===== config.mk =====
export PLATFORM = sky130hd
export DESIGN_NAME = pixel_streamer
export DESIGN_NICKNAME = d
export VERILOG_FILES = /design/src/rtl/pixel_streamer.sv
export SDC_FILE = /design/constraint.sdc
export NUM_CORES = 1
export LEC_CHECK = 0
export ABC_AREA = 1
export CORE_MARGIN = 1
export CORE_UTILIZATION = 54
export CTS_CLUSTER_DIAMETER = 80
export DETAILED_ROUTE_END_ITERATION = 6
export GPL_TIMING_DRIVEN = 0
export PLACE_DENSITY = 0.84
export SLEW_MARGIN = 40
export SYNTH_ARGS = -nofsm -noshare
export SYNTH_HDL_FRONTEND = slang
export SYNTH_SLANG_ARGS = --single-unit
export TNS_END_PERCENT = 10

===== constraint.sdc =====
create_clock -name clk -period 5.63 [get_ports clk]
set_clock_uncertainty 0.05 [all_clocks]
set_input_delay 1.126 -clock clk [delete_from_list [all_inputs] [get_ports clk]]
set_output_delay 1.126 -clock clk [all_outputs]
set_load 0.02 [all_outputs]

===== src/rtl/pixel_streamer.sv =====
// Raster-scan pixel source: walks the image BROM and feeds the masking core.
// Optional PIXEL_STREAMER_FRAME_LOOP_EN: stream frames back to back until reset.
module pixel_streamer #(
  parameter int IMG_ROWS = 320,
  parameter int IMG_COLS = 240
) (
  input  logic        clk,
  input  logic        rst,
  input  logic        start,
  input  logic        pause,
  input  logic [8:0]  mask_row_in,
  input  logic [7:0]  mask_col_in,
  output logic [16:0] mem_addr,
  output logic        mem_rd_en,
  input  logic [11:0] mem_data,
  output logic [11:0] image_pixel,
  output logic [8:0]  pixel_row,
  output logic [7:0]  pixel_col,
  output logic [8:0]  mask_row_offset,
  output logic [7:0]  mask_col_offset,
  output logic        pixel_valid,
  output logic        busy,
  output logic        done
);

  typedef enum logic [1:0] {
    IDLE,
    READ,
    DRAIN
  } state_e;

  localparam logic [8:0]  LAST_ROW = 9'(IMG_ROWS - 1);
  localparam logic [7:0]  LAST_COL = 8'(IMG_COLS - 1);
  localparam logic [16:0] COLS_W   = 17'(IMG_COLS);

  state_e      state_q, state_d;
  logic [8:0]  row_q, row_d;
  logic [7:0]  col_q, col_d;
  logic [8:0]  mrow_q, mrow_d;
  logic [7:0]  mcol_q, mcol_d;
  logic        rd_en;
  logic        last_rd;

  logic        s1_vld_q;
  logic [8:0]  s1_row_q;
  logic [7:0]  s1_col_q;
  logic [8:0]  s1_mrow_q;
  logic [7:0]  s1_mcol_q;

  logic [11:0] pix_q;
  logic [8:0]  prow_q;
  logic [7:0]  pcol_q;
  logic [8:0]  orow_q;
  logic [7:0]  ocol_q;
  logic        vld_q;
  logic        done_q;

  assign last_rd = (row_q == LAST_ROW) && (col_q == LAST_COL);

  always_comb begin
    state_d = state_q;
    row_d   = row_q;
    col_d   = col_q;
    mrow_d  = mrow_q;
    mcol_d  = mcol_q;
    rd_en   = 1'b0;
    unique case (state_q)
      IDLE: begin
        if (start) begin
          state_d = READ;
          row_d   = '0;
          col_d   = '0;
          mrow_d  = mask_row_in;
          mcol_d  = mask_col_in;
        end
      end
      READ: begin
        if (!pause) begin
          rd_en = 1'b1;
          if (last_rd) begin
            row_d = '0;
            col_d = '0;
`ifdef PIXEL_STREAMER_FRAME_LOOP_EN
            mrow_d = mask_row_in;
            mcol_d = mask_col_in;
`else
            state_d = DRAIN;
`endif
          end else if (col_q == LAST_COL) begin
            col_d = '0;
            row_d = row_q + 9'd1;
          end else begin
            col_d = col_q + 8'd1;
          end
        end
      end
      DRAIN: begin
        // Stage 1 empty means the final pixel is now in stage 2.
        if (!s1_vld_q) state_d = IDLE;
      end
      default: state_d = IDLE;
    endcase
  end

  always_ff @(posedge clk or posedge rst) begin
    if (rst) begin
      state_q   <= IDLE;
      row_q     <= '0;
      col_q     <= '0;
      mrow_q    <= '0;
      mcol_q    <= '0;
      s1_vld_q  <= 1'b0;
      s1_row_q  <= '0;
      s1_col_q  <= '0;
      s1_mrow_q <= '0;
      s1_mcol_q <= '0;
      pix_q     <= '0;
      prow_q    <= '0;
      pcol_q    <= '0;
      orow_q    <= '0;
      ocol_q    <= '0;
      vld_q     <= 1'b0;
      done_q    <= 1'b0;
    end else begin
      state_q  <= state_d;
      row_q    <= row_d;
      col_q    <= col_d;
      mrow_q   <= mrow_d;
      mcol_q   <= mcol_d;
      s1_vld_q <= rd_en;
      if (rd_en) begin
        s1_row_q  <= row_q;
        s1_col_q  <= col_q;
        s1_mrow_q <= mrow_q;
        s1_mcol_q <= mcol_q;
      end
      vld_q  <= s1_vld_q;
      done_q <= s1_vld_q && (s1_row_q == LAST_ROW) &&
                (s1_col_q == LAST_COL);
      if (s1_vld_q) begin
        pix_q  <= mem_data;
        prow_q <= s1_row_q;
        pcol_q <= s1_col_q;
        orow_q <= s1_mrow_q;
        ocol_q <= s1_mcol_q;
      end
    end
  end

  assign mem_rd_en       = rd_en;
  assign mem_addr        = ({8'd0, row_q} * COLS_W) + {9'd0, col_q};
  assign image_pixel     = pix_q;
  assign pixel_row       = prow_q;
  assign pixel_col       = pcol_q;
  assign mask_row_offset = orow_q;
  assign mask_col_offset = ocol_q;
  assign pixel_valid     = vld_q;
  assign done            = done_q;
  assign busy            = (state_q != IDLE);

endmodule


==> results by group, run 1 <==
Power and ir drop
  – Total design power: 5.55 mW
  – Power Density: 702 nW/µm²
  – Leakage: 4.00 nW
  – Worst vdd ir: 0.00136 V

Global routing
  – Largest net degree at the start of global routing: 65
  – Grt total ovfl: 0
  – Initial antenna violation count: 0
  – Number of global-route vias before repair: 5089
  – First-pass GRT wire length: 23400 µm
  – GRT Util Overall: 26.1%

Yosys
  – Largest family of logic cells by synthesized area: simple AND/OR/NAND/NOR gates
  – Cells after Synth: 700
  – Simple-Gate Fraction of Synth Area: 23.4%
  – Synthesized area per cell: 8.73 µm²
  – Post-synth top flop: dfrtp_1
  – Fraction of synthesized cell area in xor and xnor cells: 1.58%
  – Syn nets: 778
  – Asr flop ratio synth: 100%
  – Post-Synth Adder-Cell Area: 11.2%
  – Synth Register Bits: 119
  – YS warnings: 0
  – Post-synthesis mux area share: 3.13%
  – Synth cell types: 30
  – Syn Std Cell Area: 6110 µm²
  – Sequential share of the synthesized area: 48.7%
  – Compound-Gate Fraction of Synth Area: 4.97%
  – Post-synth EDFFs: 0

Place
  – IO Port Bufs: 99
  – Gpl congestion: 0.924
  – Detailed Place HPWL: 10400 µm
  – Placed Area: 7310 µm²
  – Pre-CTS WS: 0.341 ns

STA
  – Rel. slew slack: 63.4%
  – Setup_tns: 0 ns
  – Crit share post-route: 96.0%
  – Tmin final: 5.41 ns
  – Final Max Slew Viols: 0
  – Setup ws final: 0.224 ns
  – Hold Fails Final Rpt: 0
  – Final hold slack: 0.375 ns
  – FMAX: 185 MHz
  – Worst Tran Pin Value: 0.549 ns
  – Final setup fails: 0

Clocking
  – CTS tree: yes
  – Clock slew at reported path FFs: 0.05 ns
  – CTS root buf: clkbuf_16
  – H-tree Lvls: 4
  – Clk sinks: 119
  – Clock Latency Late Sink: 0.41 ns
  – CTS max path bufs: 2
  – Hold buffers post-CTS: 0
  – Cts bufs inserted: 17

Die
  – I/O pin cnt: 100
  – Die Ht: 108 µm
  – Initial Util: 55.9%
  – # rows: 38
  – Die width: 108 µm
  – Core Footprint: 10900 µm²
  – Die area: 11700 µm²

Cells and area
  – Syn-to-layout area delta: 29.4%
  – Fillers: 786
  – Nets: 897
  – Layout cell share with drive strength beyond 1: 8.66%
  – ANT cells: 0
  – Post-route cell area: 7910 µm²

Drt
  – Iter 0 DRT Violations: 401
  – Post-Route WL: 14100 µm
  – DRC violations left: 0
  – Post-route ant nets: 0
  – WL per Instance: 14.5 µm
  – Vias per inst: 5.23
  – First-pass DRT Iterations: 5
  – Via count: 5074

Hold path
  – Worst Hold Path Cells: 0
  – Hold Path End: pixel_valid
  – Critical hold path startpoint: s1_vld_q
  – Worst min-delay path class: flip-flop to flip-flop

Setup path
  – Critical Path AT: 4.23 ns
  – Startpoint Class: flip-flop
  – Crit path kind: flip-flop to output pin
  – CP required: 4.45 ns
  – Reg2reg setup slack: 3.61 ns
  – Reg2reg start: col_q[1]
  – CP Capture Type: output pin
  – Slowest stage delay, CP: 0.63 ns
  – RR Endpoint: row_q[5]
  – R2R depth: 10
  – Critical path, cell by cell: inv_1 -> fa_1 -> fa_1 -> inv_1 -> ha_1 -> a21oi_1 -> nand3_1 -> nand2_1 -> nand4_1 -> nor3_4 -> xor2_1 -> clkdlybuf4s50_1
  – Crit Path Max Fanout: 7
  – CP max stage cell: clkdlybuf4s50_1

Job
  – MaxCap Viol Count: 0

Status
  – Status: finished clean
kinds of logic after synthesis:
| kind of cell | after synthesis |
|---|---|
| simple gates | 340 |
| flops | 119 |
| buf+inv | 109 |
| compound gates | 59 |
| fa+ha+maj | 45 |
| mux | 17 |
| xor+xnor | 11 |
worst max-delay path, delay by kind of cell (launching register included):
kind | cells | cell delay (ns)
buf+inv | 3 | 0.97
flops | 1 | 0.41
compound gates | 1 | 0.25
xor+xnor | 1 | 0.16
simple gates | 4 | 0.64
fa+ha+maj | 3 | 1.39
state kept, by name, indices dropped and copies added (netlist names), 2 cells and up:
signal	cells
pixel_row	9
mcol_q	8
col_q	8
s1_col_q	8
row_q	9
image_pixel	12
state_q	2
mrow_q	9
mask_row_offset	9
s1_mrow_q	9
pixel_col	8
s1_row_q	9
s1_mcol_q	8
mask_col_offset	8
cell usage after synthesis (2+ instances only):
master | count | share of area (%)
nand2_1 | 255 | 16
dfrtp_1 | 119 | 49
inv_1 | 87 | 5.3
o21ai_0 | 40 | 3.3
ha_1 | 29 | 5.9
nand3_1 | 28 | 2.3
nor2_1 | 21 | 1.3
mux2_2 | 17 | 3.1
clkbuf_1 | 16 | 0.98
fa_1 | 16 | 5.2
a21oi_1 | 15 | 1.2
xor2_1 | 9 | 1.3
nand2_2 | 6 | 0.61
nand4_1 | 6 | 0.61
nor3_1 | 6 | 0.49
buf_4 | 4 | 0.49
nor2_2 | 4 | 0.41
nor4_1 | 4 | 0.41
nor2_4 | 3 | 0.55
buf_2 | 2 | 0.16
nand2_4 | 2 | 0.37
nand3_2 | 2 | 0.33
xnor2_1 | 2 | 0.29
cells in the final DEF, fill, tap and decap left out, types with 2 or more instances in the layout:
cell,instances
nand2_1,255
dfrtp_1,118
clkdlybuf4s50_1,96
inv_1,85
o21ai_0,40
nand3_1,28
ha_1,27
clkbuf_1,22
nor2_1,21
mux2_2,17
clkbuf_16,17
fa_1,16
a21oi_1,15
xor2_1,9
nand2_2,6
nand4_1,6
nor3_1,6
clkbuf_8,6
nor2_2,4
nor4_1,4
buf_4,4
nor2_4,3
nand2_4,2
buf_2,2
xnor2_1,2
nand3_2,2
dlymetal6s2s_1,2
layout make-up:
type	count	area [µm²]	share of cell area, %
multi-input cells	472	2730	34.5
repair buffers	100	1020	12.9
flip-flops and latches	119	2980	37.7
inverters	87	338	4.27
plain buffers	22	100	1.27
clock buffers	29	531	6.71
clock inverters	2	35.0	0.443
well taps	140	175	2.21
repair_timing:
action | 4_1_cts | 5_1_grt
setup endpoints to repair | 2 | 5
buffers inserted | 0 | 0
resized for setup | 2 | 7
endpoints found under the hold margin | 0 | 0
routing by layer:
layer	track usage (%)	vias to the layer above	wire length [µm]
li1	-	2414	-
met1	32.1	2477	5900
met2	44.4	160	7180
met3	5.12	23	762
met4	11.6	0	231
met5	0	-	0
worst max-delay path by stage:
stage | start | to | slack (ns)
CTS | row_q[0] | mem_addr[14] | 0.02
detailed placement | row_q[0] | mem_addr[16] | 0.34
finish | row_q[4] | mem_addr[13] | 0.22
floorplan | row_q[0] | mem_addr[14] | 1.11
global placement | rst | col_q[7] | -0.10
global route | row_q[3] | mem_addr[13] | -0.004
per-stage QoR:
stage / util (%) / cells
6_report: 72.3 / 971
3_3_place_gp: 66.6 / 939
2_1_floorplan: - / 700
5_1_grt: 72.3 / 971
4_1_cts: 72.0 / 971
3_5_place_dp: 66.9 / 940
report_power, final:
| group | total, mW | switching, mW | internal [mW] |
|---|---|---|---|
| clock | 1.01 | 0.341 | 0.673 |
| combinational | 3.12 | 1.85 | 1.27 |
| sequential | 1.42 | 0.228 | 1.19 |
| total | 5.55 | 2.42 | 3.13 |
Note: power is estimated with default switching activity, not from simulation.
==> run 2, diff against run 1 <==
--- a/config.mk
+++ b/config.mk
@@ -12,7 +12,7 @@
 export DETAILED_ROUTE_END_ITERATION = 6
 export GPL_TIMING_DRIVEN = 0
 export PLACE_DENSITY = 0.84
-export SLEW_MARGIN = 40
+export RECOVER_POWER = 25
 export SYNTH_ARGS = -nofsm -noshare
 export SYNTH_HDL_FRONTEND = slang
 export SYNTH_SLANG_ARGS = --single-unit
==> run 2 against run 1 <==
  * The flow now finishes with violations (max-capacitance violations, max-slew violations)
  * Sequential power barely moved
  * Maximum frequency rose by 0.23%
  * Flip-flop and latch count did not move
  * Register-to-register slack got worse by 0.03 ns
  * Clock-buffer cell count decreased by 8
  * Routed wire length grew 6.5%
  * Hold slack worse by 0.0052 ns
  * Worst setup slack gained 0.013 ns
  * Non-clock buffer count unchanged
  * Global-route usage grew 1.5 points
  * Die area stayed put
  * Final area barely moved
  * Largest power group unchanged
==> results by group, run 2 (synthesis gave the netlist of run 1 again) <==
Cells and area
  – Largest register FFs: 12
  – Syn-to-layout area delta: 29.5%
  – Layout cell share with drive strength beyond 1: 9.39%
  – Commonest non-fill, non-tap cell in the layout: nand2_1
  – Nets: 897
  – Commonest cells after routing, fill and taps aside: nand2_1 (255), dfrtp_1 (118), clkdlybuf4s50_1 (93), inv_1 (84), o21ai_0 (40)
  – Fin util: 72.4%
  – ANT cells: 0
  – Layout Cells excl Fill: 971

Setup path
  – CP Capture Type: output pin
  – Reg2reg start: row_q[6]
  – R2R depth: 9
  – CP startpoint: row_q[3]
  – Reg2reg setup slack: 3.58 ns
  – CP max stage cell: clkdlybuf4s50_1
  – Crit path kind: flip-flop to output pin
  – RR Endpoint: row_q[5]
  – Critical path, cell by cell: clkinvlp_4 -> fa_1 -> fa_1 -> inv_1 -> ha_1 -> a21oi_1 -> nand3_1 -> nand2_1 -> nand4_1 -> nor3_4 -> nand3b_1 -> nand2_1 -> clkdlybuf4s50_1
  – Critical Path AT: 4.22 ns
  – Slowest stage delay, CP: 0.59 ns
  – Crit Path Max Fanout: 6
  – Startpoint Class: flip-flop
  – CP required: 4.45 ns

Drt
  – First-pass DRT Iterations: 7
  – DRC violations left: 0
  – Post-route ant nets: 0
  – Via count: 5190
  – Post-Route WL: 15000 µm
  – Vias per inst: 5.35
  – Iter 0 DRT Violations: 348
  – WL per Instance: 15.4 µm

STA
  – Final Max Slew Viols: 64
  – Final setup fails: 0
  – Worst Tran Pin Value: 2.84 ns
  – Crit share post-route: 95.8%
  – RSZ-0062 raised after global routing: yes
  – Hold Fails Final Rpt: 0
  – Tmin final: 5.39 ns
  – Rel. slew slack: -90.3%
  – FMAX: 185 MHz

Hold path
  – Worst Hold Path Cells: 0
  – Critical hold path startpoint: s1_vld_q
  – Hold Path End: pixel_valid
  – Worst min-delay path class: flip-flop to flip-flop

Place
  – IO Port Bufs: 99
  – Gpl congestion: 0.924
  – Placed Instances: 940
  – Detailed Place HPWL: 10400 µm

Die
  – Die Ht: 108 µm
  – Initial Util: 55.9%
  – Die width: 108 µm
  – Die area: 11700 µm²
  – I/O pin cnt: 100
  – Core Footprint: 10900 µm²
  – # rows: 38

Power and ir drop
  – Leakage: 4.02 nW
  – Power Density: 710 nW/µm²
  – Total design power: 5.62 mW
  – Worst vdd ir: 0.000941 V

Clocking
  – Post-CTS Resized: 2
  – H-tree Lvls: 4
  – Number of setup buffers added after CTS: 0
  – Hold buffers post-CTS: 0
  – Clock slew at reported path FFs: 0.05 ns
  – CTS tree: yes
  – Clock Latency Late Sink: 0.41 ns
  – Clk sinks: 119
  – CTS max path bufs: 2
  – Cts bufs inserted: 17
  – CTS root buf: clkbuf_16

Job
  – MaxCap Viol Count: 1

Global routing
  – GRT Util Overall: 27.6%
  – Number of global-route vias before repair: 5224
  – Largest net degree at the start of global routing: 65
  – Grt total ovfl: 0
  – First-pass GRT wire length: 24700 µm
  – Initial antenna violation count: 0

Status
  – Status: finished, violations left
  – Failing checks: max-capacitance violations, max-slew violations
run 2: changes by cell type in the layout (fill, tap and decap cells not counted), moves of 2 or more:
cell,before,now
clkinvlp_4,1,3
clkinv_2,1,7
dlygate4sd3_1,0,2
clkdlybuf4s50_1,96,93
clkbuf_1,22,17
clkbuf_8,6,3
run 2: layout make-up:
class | count | area, µm²
repair buffers | 100 | 1030
clock inverters | 10 | 103
clock buffers | 21 | 470
plain buffers | 22 | 100
multi-input cells | 472 | 2730
flip-flops and latches | 119 | 2980
well taps | 140 | 175
fillers | 788 | 3020
inverters | 87 | 335
run 2: worst max path at each step:
stage / to / cells after the start / slack, ns
after floorplan: mem_addr[14] / 16 / 1.11
after global placement: col_q[7] / 2 / -0.10
after detailed placement: mem_addr[16] / 19 / 0.34
after CTS: mem_addr[14] / 17 / 0.01
after global routing: mem_addr[15] / 16 / -0.05
final: mem_addr[15] / 13 / 0.24
run 2: worst max-delay path: cells and delay by family, from the launching register on:
kind	cells	cell delay (ns)
adders and majority gates	3	1.41
buffers and inverters	3	0.88
and+or+nand+nor	6	0.83
DFF	1	0.43
AOI/OAI and AO/OA	1	0.26
run 2: through the flow:
| step | setup slack (ns) | cell area, µm² | TNS [ns] | hold WS (ns) |
|---|---|---|---|---|
| after floorplan | 1.11 | 6110 | 0 | 0.322 |
| after CTS | 0.00981 | 7880 | 0 | 0.371 |
| after global placement | -0.102 | 7280 | -11.68 | 0.331 |
| after detailed placement | 0.342 | 7310 | 0 | 0.352 |
| after global routing | -0.0454 | 7920 | -0.0454 | 0.394 |
| final | 0.237 | 7920 | 0 | 0.370 |
run 2: per-layer routing:
metal / up-vias / GRT usage [%] / part of all wire, %
li1: 2422 / - / -
met1: 2543 / 34.2 / 40
met2: 191 / 47.9 / 52
met3: 34 / 5.79 / 6.4
met4: 0 / 9.56 / 1.8
met5: - / 0 / 0
run 2: power by group:
part	leakage, nW	switching [mW]	internal [mW]	total (mW)
sequential	1.53	0.234	1.19	1.42
clock	0.288	0.365	0.677	1.04
combinational	2.21	1.89	1.27	3.16
